==> src/rtl/conv_layer2_feeder.sv <==
// Feeds filter rows and assembled 14-row ifmap columns into the layer-2 PE array.
// Optional zero-padding columns before/after each frame: define FEEDER_ZERO_PAD_EN.
module conv_layer2_feeder #(
  parameter int COLS = 14
) (
  input  logic          clk,
  input  logic          rst_n,
  input  logic          start,
  input  logic          filt_valid,
  output logic          filt_ready,
  input  logic [47:0]   filt_data,
  input  logic          wr_valid,
  output logic          wr_ready,
  input  logic [31:0]   wr_data,
  output logic [111:0]  Ifmap_shift_in_0,
  output logic [111:0]  Ifmap_shift_in_1,
  output logic [111:0]  Ifmap_shift_in_2,
  output logic [111:0]  Ifmap_shift_in_3,
  output logic [47:0]   Filtr_in_0,
  output logic [47:0]   Filtr_in_1,
  output logic [47:0]   Filtr_in_2,
  output logic          en,
  output logic          busy,
  output logic          done
);

  localparam int ROWS = 14;
  localparam int CW   = $clog2(COLS + 1);

  typedef enum logic [2:0] {
    IDLE, LOAD_FILT, PAD_PRE, STREAM, PAD_POST, DONE
  } state_t;

  state_t         state;
  logic [1:0]     beat_cnt;
  logic [3:0]     row_cnt;
  logic [CW-1:0]  col_cnt;
  logic [31:0]    asm_q [ROWS];
  logic [111:0]   col_next [4];

  logic accept_filt;
  logic accept_pix;

  assign accept_filt = filt_valid & filt_ready;
  assign accept_pix  = wr_valid & wr_ready;

  // Full column per channel; the last row bypasses the assembly register so the
  // column can be emitted on the edge that accepts it.
  // NOTE: every combinational output gets a default before the loops, so no latch is inferred.
  always_comb begin
    for (int k = 0; k < 4; k++) begin
      col_next[k] = '0;
      for (int r = 0; r < ROWS; r++) begin
        col_next[k][111-8*r -: 8] = (r == ROWS-1) ? wr_data[31-8*k -: 8]
                                                  : asm_q[r][31-8*k -: 8];
      end
    end
  end

  // NOTE: all state uses non-blocking assignments so every register samples pre-edge values.
  always_ff @(posedge clk or negedge rst_n) begin
    if (!rst_n) begin
      state            <= IDLE;
      beat_cnt         <= '0;
      row_cnt          <= '0;
      col_cnt          <= '0;
      // NOTE: the assembly register is reset too, so a partial column never survives into a new frame.
      for (int r = 0; r < ROWS; r++) asm_q[r] <= '0;
      Ifmap_shift_in_0 <= '0;
      Ifmap_shift_in_1 <= '0;
      Ifmap_shift_in_2 <= '0;
      Ifmap_shift_in_3 <= '0;
      Filtr_in_0       <= '0;
      Filtr_in_1       <= '0;
      Filtr_in_2       <= '0;
      filt_ready       <= 1'b0;
      wr_ready         <= 1'b0;
      en               <= 1'b0;
      busy             <= 1'b0;
      done             <= 1'b0;
    end else begin
      en   <= 1'b0;
      done <= 1'b0;
      case (state)
        IDLE: begin
          if (start) begin
            state      <= LOAD_FILT;
            filt_ready <= 1'b1;
            busy       <= 1'b1;
            beat_cnt   <= '0;
          end
        end

        LOAD_FILT: begin
          if (accept_filt) begin
            case (beat_cnt)
              2'd0:    Filtr_in_0 <= filt_data;
              2'd1:    Filtr_in_1 <= filt_data;
              default: Filtr_in_2 <= filt_data;
            endcase
            beat_cnt <= beat_cnt + 2'd1;
            if (beat_cnt == 2'd2) begin
              beat_cnt   <= '0;
              filt_ready <= 1'b0;
              row_cnt    <= '0;
              col_cnt    <= '0;
`ifdef FEEDER_ZERO_PAD_EN
              state            <= PAD_PRE;
              en               <= 1'b1;
              Ifmap_shift_in_0 <= '0;
              Ifmap_shift_in_1 <= '0;
              Ifmap_shift_in_2 <= '0;
              Ifmap_shift_in_3 <= '0;
`else
              state    <= STREAM;
              wr_ready <= 1'b1;
`endif
            end
          end
        end

`ifdef FEEDER_ZERO_PAD_EN
        PAD_PRE: begin
          state    <= STREAM;
          wr_ready <= 1'b1;
        end
`endif

        STREAM: begin
          if (col_cnt == CW'(COLS)) begin
            // Last column is on the outputs this cycle; leave the stream now.
`ifdef FEEDER_ZERO_PAD_EN
            state            <= PAD_POST;
            en               <= 1'b1;
            Ifmap_shift_in_0 <= '0;
            Ifmap_shift_in_1 <= '0;
            Ifmap_shift_in_2 <= '0;
            Ifmap_shift_in_3 <= '0;
`else
            state <= DONE;
            done  <= 1'b1;
`endif
          end else if (accept_pix) begin
            asm_q[row_cnt] <= wr_data;
            if (row_cnt == 4'(ROWS-1)) begin
              row_cnt          <= '0;
              col_cnt          <= col_cnt + 1'b1;
              en               <= 1'b1;
              Ifmap_shift_in_0 <= col_next[0];
              Ifmap_shift_in_1 <= col_next[1];
              Ifmap_shift_in_2 <= col_next[2];
              Ifmap_shift_in_3 <= col_next[3];
              if (col_cnt == CW'(COLS-1)) wr_ready <= 1'b0;
            end else begin
              row_cnt <= row_cnt + 4'd1;
            end
          end
        end

`ifdef FEEDER_ZERO_PAD_EN
        PAD_POST: begin
          state <= DONE;
          done  <= 1'b1;
        end
`endif

        DONE: begin
          state <= IDLE;
          busy  <= 1'b0;
        end

        default: begin
          state      <= IDLE;
          busy       <= 1'b0;
          filt_ready <= 1'b0;
          wr_ready   <= 1'b0;
        end
      endcase
    end
  end

endmodule

==> config.mk <==
export PLATFORM = sky130hd
export DESIGN_NAME = conv_layer2_feeder
export DESIGN_NICKNAME = d
export VERILOG_FILES = /design/src/rtl/conv_layer2_feeder.sv
export SDC_FILE = /design/constraint.sdc
export NUM_CORES = 1
export LEC_CHECK = 0
export CAP_MARGIN = 10
export CORE_MARGIN = 5
export CORE_UTILIZATION = 53
export DETAILED_ROUTE_END_ITERATION = 10
export PLACE_DENSITY_LB_ADDON = 0.2
export SYNTH_ARGS = -nofsm -noshare
export SYNTH_HDL_FRONTEND = slang
export SYNTH_SLANG_ARGS = --single-unit
==> constraint.sdc <==
create_clock -name clk -period 2.8 [get_ports clk]
set_clock_uncertainty 0.05 [all_clocks]
set_input_delay 0.28 -clock clk [delete_from_list [all_inputs] [get_ports clk]]
set_output_delay 0.28 -clock clk [all_outputs]
set_load 0.01 [all_outputs]
==> qor.csv <==
stage;metric;value;unit
timing;worst-margin pin slew;1.10;ns
cts;CTS root buf;clkbuf_16;
place;GP Congestion;0.826;
logic_synthesis;post-synthesis sequential area ratio;66.5;%
floorplan;num rows;99;
cts;CTS tree;done;
global_route;vias in the first global route;24700;
floorplan;Starting Density;53.2;%
cts;clk buf depth;3;
global_route;initial antenna violation count;5;
cts;clock sink count;1026;
global_route;grt ovf;0;
final_layout;fin util;69.6;%
power_and_ir_drop;pwr/cell area;763;nW/um^2
drt;Post-Route WL;105;mm
logic_synthesis;Compound-Gate Fraction of Synth Area;0.457;%
logic_synthesis;Synth Area in Adders;0.0972;%
logic_synthesis;flops & latches, synth;1026;
final_layout;Fillers;4792;
final_layout;layout net count;3109;
critical_path;CP Launch Type;flip-flop;
cts;H-tree depth;3;
logic_synthesis;Post-synth ARST share;100;%
drt;DRT Pass-1 Iters;5;
logic_synthesis;top-area cell type share of the netlist area;66.5;%
final_layout;commonest cells after routing, fill and taps aside;1026 x dfrtp_1, 964 x mux2_2, 680 x clkdlybuf4s50_1, 104 x clkbuf_16, 59 x buf_4;
floorplan;number of placed I/O pins;682;
timing;Slew HR;26.6;%
drt;DRT antenna net count;0;
timing;Final Hold Fails;0;
cts;hold buffer count at cts;1;
final_layout;layout cells sized above 1;40.8;%
logic_synthesis;syn_nets;2367;
floorplan;Die Footprint;78300;sq um
timing;count of final setup violators;0;
place;DP Wirelength;72.2;mm
critical_path;worst path arrival time;3.02;ns
logic_synthesis;Post-Synth XOR/XNOR Area;0.0227;%
critical_path;crit end category;flip-flop;
logic_synthesis;Mapped Area;38600;sq um
power_and_ir_drop;P_leak;24.3;nW
logic_synthesis;main combinational cell family by area after synthesis;multiplexers;
timing;RSZ-0062 raised after global routing;false;
global_route;GRT Total Usage;26.5;%
cts;Resized Gates After CTS;0;
place;port buffer count;681;
critical_path;RR Startpoint;col_cnt[0];
floorplan;core area;72600;sq um
logic_synthesis;Mapped Cells;2279;
logic_synthesis;post-synthesis simple-gate area fraction;1.09;%
critical_path;Critical Path Fanout Max;37;
drt;vias per std cell;5.50;
timing;Max Slew Vio Count;0;
power_and_ir_drop;IR drop worst, VDD;0.000786;V
logic_synthesis;Main synth FF type;dfrtp_1;
logic_synthesis;Syn Area/Cell;16.9;sq um
timing;FMAX;392;MHz
logic_synthesis;Ys Warns;0;
critical_path;worst-case reg-to-reg path depth;8;
logic_synthesis;EDFF count, synth;0;
timing;setup TNS;0;ns
critical_path;capture point of the worst reg-to-reg path;Ifmap_shift_in_1[23];
drt;vias;22300;
final_layout;Area Growth Syn to Fin;30.8;%
critical_path;CP required;3.27;ns
logic_synthesis;post-synth cell types;44;
floorplan;Die X;280;um
power_and_ir_drop;total power;0.0385;W
outcome;outcome;finished clean;
floorplan;Die Y;280;um
drt;DRT iter0 DRCs;1255;
timing;Final period util;91.2;%
cts;clock latency on the worst-skew pair;0.63;ns
cts;setup bufs post-CTS;0;
hold_path;Hold Crit Class;primary input to async pin;
logic_synthesis;top cells by area, synth;dfrtp_1 67%, mux2_2 28%, mux2_4 1.2%;
cts;Num CTS Buffers;102;
logic_synthesis;post-synth top area cell;dfrtp_1;
timing;Tmin final;2.55;ns
critical_path;R2R Setup Slk;0.25;ns
logic_synthesis;multiplexer share of the synthesized area;29.7;%
critical_path;Setup CP Type;flip-flop to flip-flop;
drt;wire per inst;25.9;um
global_route;first-pass GRT wire length;159;mm
global_route;largest net degree at the start of global routing;79;
final_layout;most common cell after layout, fill and taps aside;dfrtp_1;
run;Max-cap violations;0;
drt;drt drc;0;
cts;Reg clk slew, reported paths;0.07;ns
## sequential cells by signal, indices dropped and copies added, names as in the netlist
name              count
Filtr_in_0           48
filt_ready            1
Filtr_in_2           48
row_cnt               4
asm_q               416
Ifmap_shift_in_0    112
Ifmap_shift_in_3    112
busy                  1
wr_ready              1
Ifmap_shift_in_2    112
en                    1
state                 3
col_cnt               4
Ifmap_shift_in_1    112
beat_cnt              2
done                  1
Filtr_in_1           48
## through the flow
| step | hold slack [ns] | worst slack (ns) | instance area (sq um) | std cells |
|---|---|---|---|---|
| after floorplan | -0.0656 | 0.657 | 38600 | 2279 |
| after global placement | 0.308 | 0.213 | 47200 | 3875 |
| after detailed placement | 0.312 | 0.251 | 47200 | 3875 |
| after CTS | 0.214 | 0.276 | 50500 | 4051 |
| after global routing | 0.248 | 0.176 | 50500 | 4051 |
| final | 0.211 | 0.246 | 50500 | 4053 |
## area by class of cell
type,count,area [sq um],share of cell area [%]
timing repair buffer,782,8100,16.0
clock buffer,155,3030,6.01
inverter,4,15.0,0.0297
clock inverter,20,264,0.523
antenna,2,5.00,0.00991
tap,959,1200,2.38
multi-input combinational,1105,12200,24.2
sequential,1026,25700,50.8
## power breakdown
group	switching [W]	leakage, nW	internal (W)
clock network	0.00555	1.62	0.00788
logic	0.00269	8.70	0.00394
registers	0.00132	14.0	0.0172
## metal layers
| metal | up-vias | part of all wire (%) | GRT usage, % |
|---|---|---|---|
| met2 | 611 | 51 | 44.7 |
| li1 | 9559 | - | - |
| met5 | - | 0 | 0 |
| met1 | 12000 | 40 | 34.3 |
| met3 | 168 | 6.2 | 6.29 |
| met4 | 0 | 3.2 | 8.40 |
## kinds of logic (layout without fill, tap and decap cells)
kind of cell    Yosys count  count (layout)
buf+inv                 148             961
fa+ha+maj                 3               3
other cells               0               2
compound gates           25              25
mux                    1009            1009
simple gates             67              67
xor+xnor                  1               1
flops                  1026            1026
## worst max-delay path, stage by stage, from the launching register on
cell	delay, ns
dfrtp_1	0.45
inv_1	0.07
ha_1	0.23
and3_1	0.22
nor4_2	0.33
buf_4	0.23
buf_12	0.19
buf_12	0.25
mux2_2	0.39
## synth_stat cells, types with 4 or more instances
cell      count
dfrtp_1    1026
mux2_2      964
buf_2        55
buf_4        42
clkbuf_1     41
mux2_4       30
mux2_1       15
nor2_1       14
nand2_1       9
a21oi_1       5
nand3_1       5
nor3_2        5
a21o_1        4
buf_6         4
inv_1         4
nand2b_1      4
nand4b_1      4
## worst max-delay path by stage
stage                           from                    to  slack (ns)  depth (start not counted)
after global routing      col_cnt[0]  Ifmap_shift_in_1[31]        0.18                          8
after global placement      wr_valid            asm_q[417]        0.21                          6
after detailed placement    wr_valid            asm_q[423]        0.25                          6
after floorplan           col_cnt[0]            asm_q[417]        0.66                          8
after CTS                 col_cnt[0]  Ifmap_shift_in_1[23]        0.28                          8
final                     col_cnt[0]  Ifmap_shift_in_1[23]        0.25                          8
Note: power is estimated with default switching activity, not from simulation.
